### src/rtl/tile_config_mem.sv
`default_nettype none
// ============================================================================
// Module   : tile_config_mem
// Purpose  : Frame-addressed configuration memory; optional readback port
//            enabled by macro CFGMEM_READBACK_EN.
// Revision : 1.0
// ============================================================================
module tile_config_mem #(
    parameter int MaxFramesPerCol = 20,
    parameter int FrameBitsPerRow = 32,
    parameter int NoConfigBits    = 640,
    localparam int UsedFrames     = (NoConfigBits + FrameBitsPerRow - 1) / FrameBitsPerRow,
    localparam int FIW            = (MaxFramesPerCol > 1) ? $clog2(MaxFramesPerCol) : 1
) (
    input  logic                       CLK,
    input  logic                       resetn,
    input  logic [FrameBitsPerRow-1:0] FrameData,
    input  logic [MaxFramesPerCol-1:0] FrameStrobe,
    output logic [NoConfigBits-1:0]    ConfigBits,
    output logic [NoConfigBits-1:0]    ConfigBits_N,
    output logic                       ConfigDone,
    output logic [15:0]                FrameWrCount
`ifdef CFGMEM_READBACK_EN
    ,
    input  logic                       RdReq,
    input  logic [FIW-1:0]             RdFrame,
    output logic [FrameBitsPerRow-1:0] RdData,
    output logic                       RdValid
`endif
);

    localparam int PW = $clog2(UsedFrames + 1);

    logic [MaxFramesPerCol-1:0] r_strobe_q;
    logic [MaxFramesPerCol-1:0] w_rise;
    logic [UsedFrames-1:0]      w_cap;
    logic [UsedFrames-1:0]      r_valid;
    logic [UsedFrames-1:0]      w_valid_nxt;
    logic [PW-1:0]              w_pop;
    logic [16:0]                w_sum;
    logic                       r_done;
    logic [15:0]                r_cnt;

`ifdef CFGMEM_READBACK_EN
    logic [FrameBitsPerRow-1:0] w_frame [UsedFrames];
`endif

    // Strobes beyond the last used frame never reach the capture vector.
    assign w_rise = FrameStrobe & ~r_strobe_q;
    assign w_cap  = w_rise[UsedFrames-1:0];

    for (genvar gf = 0; gf < UsedFrames; gf++) begin : g_frame
        localparam int LO = gf * FrameBitsPerRow;
        localparam int W  = ((NoConfigBits - LO) < FrameBitsPerRow) ? (NoConfigBits - LO)
                                                                     : FrameBitsPerRow;
        logic [W-1:0] r_data;

        always_ff @(posedge CLK) begin
            if (!resetn) begin
                r_data <= '0;
            end else if (w_cap[gf]) begin
                r_data <= FrameData[W-1:0];
            end
        end

        assign ConfigBits[LO +: W] = r_data;
`ifdef CFGMEM_READBACK_EN
        assign w_frame[gf] = FrameBitsPerRow'(r_data);
`endif
    end

    always_comb begin
        w_valid_nxt = r_valid | w_cap;
        w_pop       = '0;
        for (int i = 0; i < UsedFrames; i++) begin
            w_pop = w_pop + PW'(w_cap[i]);
        end
        w_sum = {1'b0, r_cnt} + 17'(w_pop);
    end

    always_ff @(posedge CLK) begin
        if (!resetn) begin
            r_strobe_q <= '0;
            r_valid    <= '0;
            r_done     <= 1'b0;
            r_cnt      <= '0;
        end else begin
            r_strobe_q <= FrameStrobe;
            r_valid    <= w_valid_nxt;
            r_done     <= &w_valid_nxt;
            r_cnt      <= w_sum[16] ? 16'hFFFF : w_sum[15:0];
        end
    end

    assign ConfigBits_N = ~ConfigBits;
    assign ConfigDone   = r_done;
    assign FrameWrCount = r_cnt;

`ifdef CFGMEM_READBACK_EN
    logic [FrameBitsPerRow-1:0] w_rd_sel;
    logic [FrameBitsPerRow-1:0] r_rd_data;
    logic                       r_rd_valid;

    // Out-of-range indices fall through to zero.
    always_comb begin
        w_rd_sel = '0;
        for (int i = 0; i < UsedFrames; i++) begin
            if (RdFrame == FIW'(i)) begin
                w_rd_sel = w_frame[i];
            end
        end
    end

    always_ff @(posedge CLK) begin
        if (!resetn) begin
            r_rd_valid <= 1'b0;
            r_rd_data  <= '0;
        end else begin
            r_rd_valid <= RdReq;
            if (RdReq) begin
                r_rd_data <= w_rd_sel;
            end
        end
    end

    assign RdData  = r_rd_data;
    assign RdValid = r_rd_valid;
`endif

endmodule
`default_nettype wire
### config.mk
export PLATFORM = sky130hd
export DESIGN_NAME = tile_config_mem
export DESIGN_NICKNAME = d
export VERILOG_FILES = /design/src/rtl/tile_config_mem.sv
export SDC_FILE = /design/constraint.sdc
export NUM_CORES = 1
export LEC_CHECK = 0
export ABC_AREA = 1
export BUFFER_PORTS_ARGS = -buffer_cell sky130_fd_sc_hd__buf_2
export CELL_PAD_IN_SITES_DETAIL_PLACEMENT = 1
export CELL_PAD_IN_SITES_GLOBAL_PLACEMENT = 1
export CORE_AREA = 2 2 530 532
export DETAILED_ROUTE_END_ITERATION = 10
export DIE_AREA = 0 0 532 534
export HOLD_SLACK_MARGIN = 0.08
export PLACE_DENSITY_LB_ADDON = 0.1
export SLEW_MARGIN = 0
export SYNTH_ARGS = -nofsm -noshare
export SYNTH_HDL_FRONTEND = slang
export SYNTH_SLANG_ARGS = --single-unit
export TNS_END_PERCENT = 50
### constraint.sdc
create_clock -name CLK -period 9.6 [get_ports CLK]
set_input_delay 2.4 -clock CLK [delete_from_list [all_inputs] [get_ports CLK]]
set_output_delay 2.4 -clock CLK [all_outputs]
set_load 0.01 [all_outputs]
==> results by group <==
Run status
  • Outcome: finished clean

Cells and area
  • Fin nets: 4536
  • Layout Cells excl Fill: 8272
  • Area delta synth->final: 55.10%
  • # fillers: 33400
  • Share of post-route cells with drive strength above 1: 0.3482

Route
  • Drt pass-1 iters: 5
  • Via count: 27070
  • Antenna-violating nets left: 0
  • DR vias/cell: 3.272
  • Post-route DRC: 0
  • WL final: 227900 um
  • Drt wl/cell: 27.55 um
  • 1st-iter DRT viols: 1069

Timing
  • Final Critical Period: 7074 ps
  • Max Clk Rate: 0.1414 GHz
  • Max_slew headroom: 0.2264
  • Setup ws final: 2526 ps
  • RSZ-0062 raised after global routing: no
  • Clock Skew: 30.33 ps
  • Final Hold Fails: 0
  • Final setup vio count: 0
  • Fin crit share: 0.7369
  • Final Max Tran Viols: 0
  • TNS Setup: 0 ps
  • Measured slew at the worst slew-check pin: 1160 ps

Logic synthesis
  • Yosys reg bits: 697
  • Mapped cell area: 25670 um^2
  • Mapped Cells: 3237
  • Register area share after synthesis: 0.5435
  • Dominant cells by area after synthesis: dfxtp_1 (54%), a21oi_1 (13%), o21ai_0 (12%), inv_1 (11%), clkbuf_1 (3.9%)
  • Post-synthesis area per instance: 7.932 um^2
  • Library cells used by synthesis: 31
  • Syn_nets: 3318
  • Yosys warns: 0
  • Proportion of netlist area held by the largest area contributor: 0.5435
  • Cell taking the most area after synthesis: dfxtp_1

Worst hold path
  • Hold WC Path Type: reg2reg

Clock network
  • Htree depth: 3
  • Clk pin slew, worst setup/hold paths: 60 ps
  • Post-CTS Setup Repair Bufs: 0
  • TritonCTS Buffers: 107
  • Root buffer cell: clkbuf_16
  • TritonCTS clock tree: yes
  • Cts hold-fix bufs: 0
  • Clock tree sinks: 697
  • Clock Latency Late Sink: 810 ps
  • Max clock buf depth: 4
  • CTS resizes: 0

Floorplanning
  • Starting Density: 0.09222
  • Core box area: 278400 um^2
  • I/O Pins: 1351
  • Rows: 194
  • Die footprint: 284100 um^2
  • Die Y: 534 um
  • Die X: 532 um

Power and ir drop
  • Worst vdd ir: 0.0001307 V
  • PD cells: 233.2 nW/um^2
  • Leakage: 17.39 nW

Global routing
  • Largest net degree at the start of global routing: 185
  • Initial antenna violation count: 44
  • First-pass GRT wire length: 293300 um
  • Global route overflow: 0
  • GR Util All Layers: 0.1543
  • Vias in the first global route: 27600

Flow run
  • Max_cap viols: 0

Worst setup path
  • Startpoint Class: input port
  • Critical Path RT: 10330 ps
  • WS Path Type: in2reg
  • Endpoint class of the critical path: flop
  • CP max FO: 67
  • Worst EP arrival: 7800 ps

Placement
  • Placed insts: 8070
  • PortBufs: 1350
  • GP Congestion: 0.7583
  • Post-place setup slack: 1627 ps
  • Post-DP HPWL: 169500 um
-- cells in the final DEF, fill, tap and decap left out, types with 2 or more instances in the layout --
cell type   synthesis  final
nand3_2             2      2
xnor2_1             3      3
nand2_4             1      4
dfxtp_1           697    697
buf_2               9   1338
clkbuf_1          264     36
or2_2               3      2
inv_1             743    736
o21ai_0           637    637
a21oi_2             8      8
buf_4               2     42
nand3_1            21     21
clkinv_8            0      2
fa_1               15     15
nand2_1            79     74
o21ai_1             6      6
buf_12              0      4
nand2_2             6      8
nand3b_1            2      2
clkbuf_16           0    107
nor2_1             48     48
clkbuf_8            0     24
nand4_1             3      3
clkinv_2            0     15
inv_2               6     10
nor3_1              5      5
clkinvlp_4          0      3
diode_2             0     13
ha_1               12     12
bufinv_16           0      3
o22ai_1             5      5
a21oi_1           652    652
xor2_1              2      2
-- layout make-up --
| class | count | area (um^2) | share of cell area |
|---|---|---|---|
| well taps | 3724 | 4659 | 0.1170 |
| diodes | 13 | 32.53 | 0.0008169 |
| clock buffers | 167 | 3143 | 0.07893 |
| repair buffers | 1385 | 7107 | 0.1785 |
| flip-flops and latches | 697 | 13950 | 0.3504 |
| multi-input cells | 1515 | 7878 | 0.1978 |
| clock inverters | 22 | 234.0 | 0.005876 |
| inverters | 749 | 2815 | 0.07069 |
-- logic make-up (layout without fill, tap and decap cells) --
logic type | Yosys count | count (layout) | share of synthesized area
other | 0 | 13 | 0
XOR/XNOR | 5 | 5 | 0.001706
buffers and inverters | 1025 | 2323 | 0.1509
flip-flops | 697 | 697 | 0.5435
AO/OA/AOI/OAI | 1311 | 1311 | 0.2574
adder cells (fa/ha/maj) | 27 | 27 | 0.01754
AND/OR/NAND/NOR | 172 | 172 | 0.02904
-- per-stage QoR --
stage	hold slack, ps	utilization	area [um^2]	power, mW
3_5_place_dp	450.8	0.1308	36410	5.502
5_1_grt	479.5	0.1429	39800	9.827
4_1_cts	459.5	0.1429	39790	9.596
2_1_floorplan	435.9	-	25670	4.304
3_3_place_gp	444.8	0.1308	36410	5.512
6_report	454.9	0.1430	39820	9.288
-- path summary, 6_finish.rpt --
check | from | endpoint | slack [ps] | cells after the start
worst max-delay path | FrameStrobe[0] | FrameWrCount[11]$_SDFF_PN0_ | 2530 | 21
worst min-delay path | r_valid[8]$_SDFF_PN0_ | r_valid[8]$_SDFF_PN0_ | 450 | 2
worst max register to register | r_strobe_q[0]$_SDFF_PN0_ | FrameWrCount[11]$_SDFF_PN0_ | 3980 | 19
worst min register to register | r_valid[8]$_SDFF_PN0_ | r_valid[8]$_SDFF_PN0_ | 450 | 2
-- critical path, stage by stage --
cell and delay [ps]:
buf_2 110, inv_1 50, or2_4 630, inv_1 160, fa_1 540, inv_1 50, fa_1 490, fa_1 420
fa_1 550, fa_1 440, fa_1 380, inv_1 170, fa_1 290, nand2_2 70, nand3_2 80, nand2_4 80
o21ai_2 200, nand2_2 320, nand3_1 190, nand2_1 60, inv_1 70
-- flip-flops by register name (all words and copies together) (netlist names) --
register and cells:
g_frame.r_data 640, r_strobe_q 20, FrameWrCount 16, r_valid 20, ConfigDone 1
-- where the power goes --
part	switching [mW]	total [mW]	internal (mW)	leakage [nW]
clock	1.62	3.93	2.31	1.65
combinational	1.47	2.09	0.620	9.96
sequential	0.132	3.26	3.13	5.78
total	3.23	9.29	6.06	17.4
-- cells in the mapped netlist --
cell,n
nand3_1,21
buf_2,9
inv_2,6
xor2_1,2
o21ai_2,1
nor2_2,1
o211ai_1,1
xnor2_1,3
clkbuf_1,264
inv_1,743
nand3_2,2
nor2_1,48
nand4_1,3
fa_1,15
nand2_2,6
ha_1,12
o22ai_1,5
buf_6,1
nand3b_1,2
or2_2,3
dfxtp_1,697
o21ai_1,6
nand2_4,1
nor3_1,5
a21oi_2,8
buf_4,2
o21ai_0,637
a21oi_1,652
o2111ai_1,1
nor2_4,1
nand2_1,79
-- metal layers --
layer  up-vias  wire length [um]  GRT usage
met2      1204            118200     0.2884
li1      12670                 -          -
met5         -                69          0
met4        10              3993    0.02760
met3       163             24330    0.06882
met1     13020             81320     0.1581
Note: power is estimated with default switching activity, not from simulation.
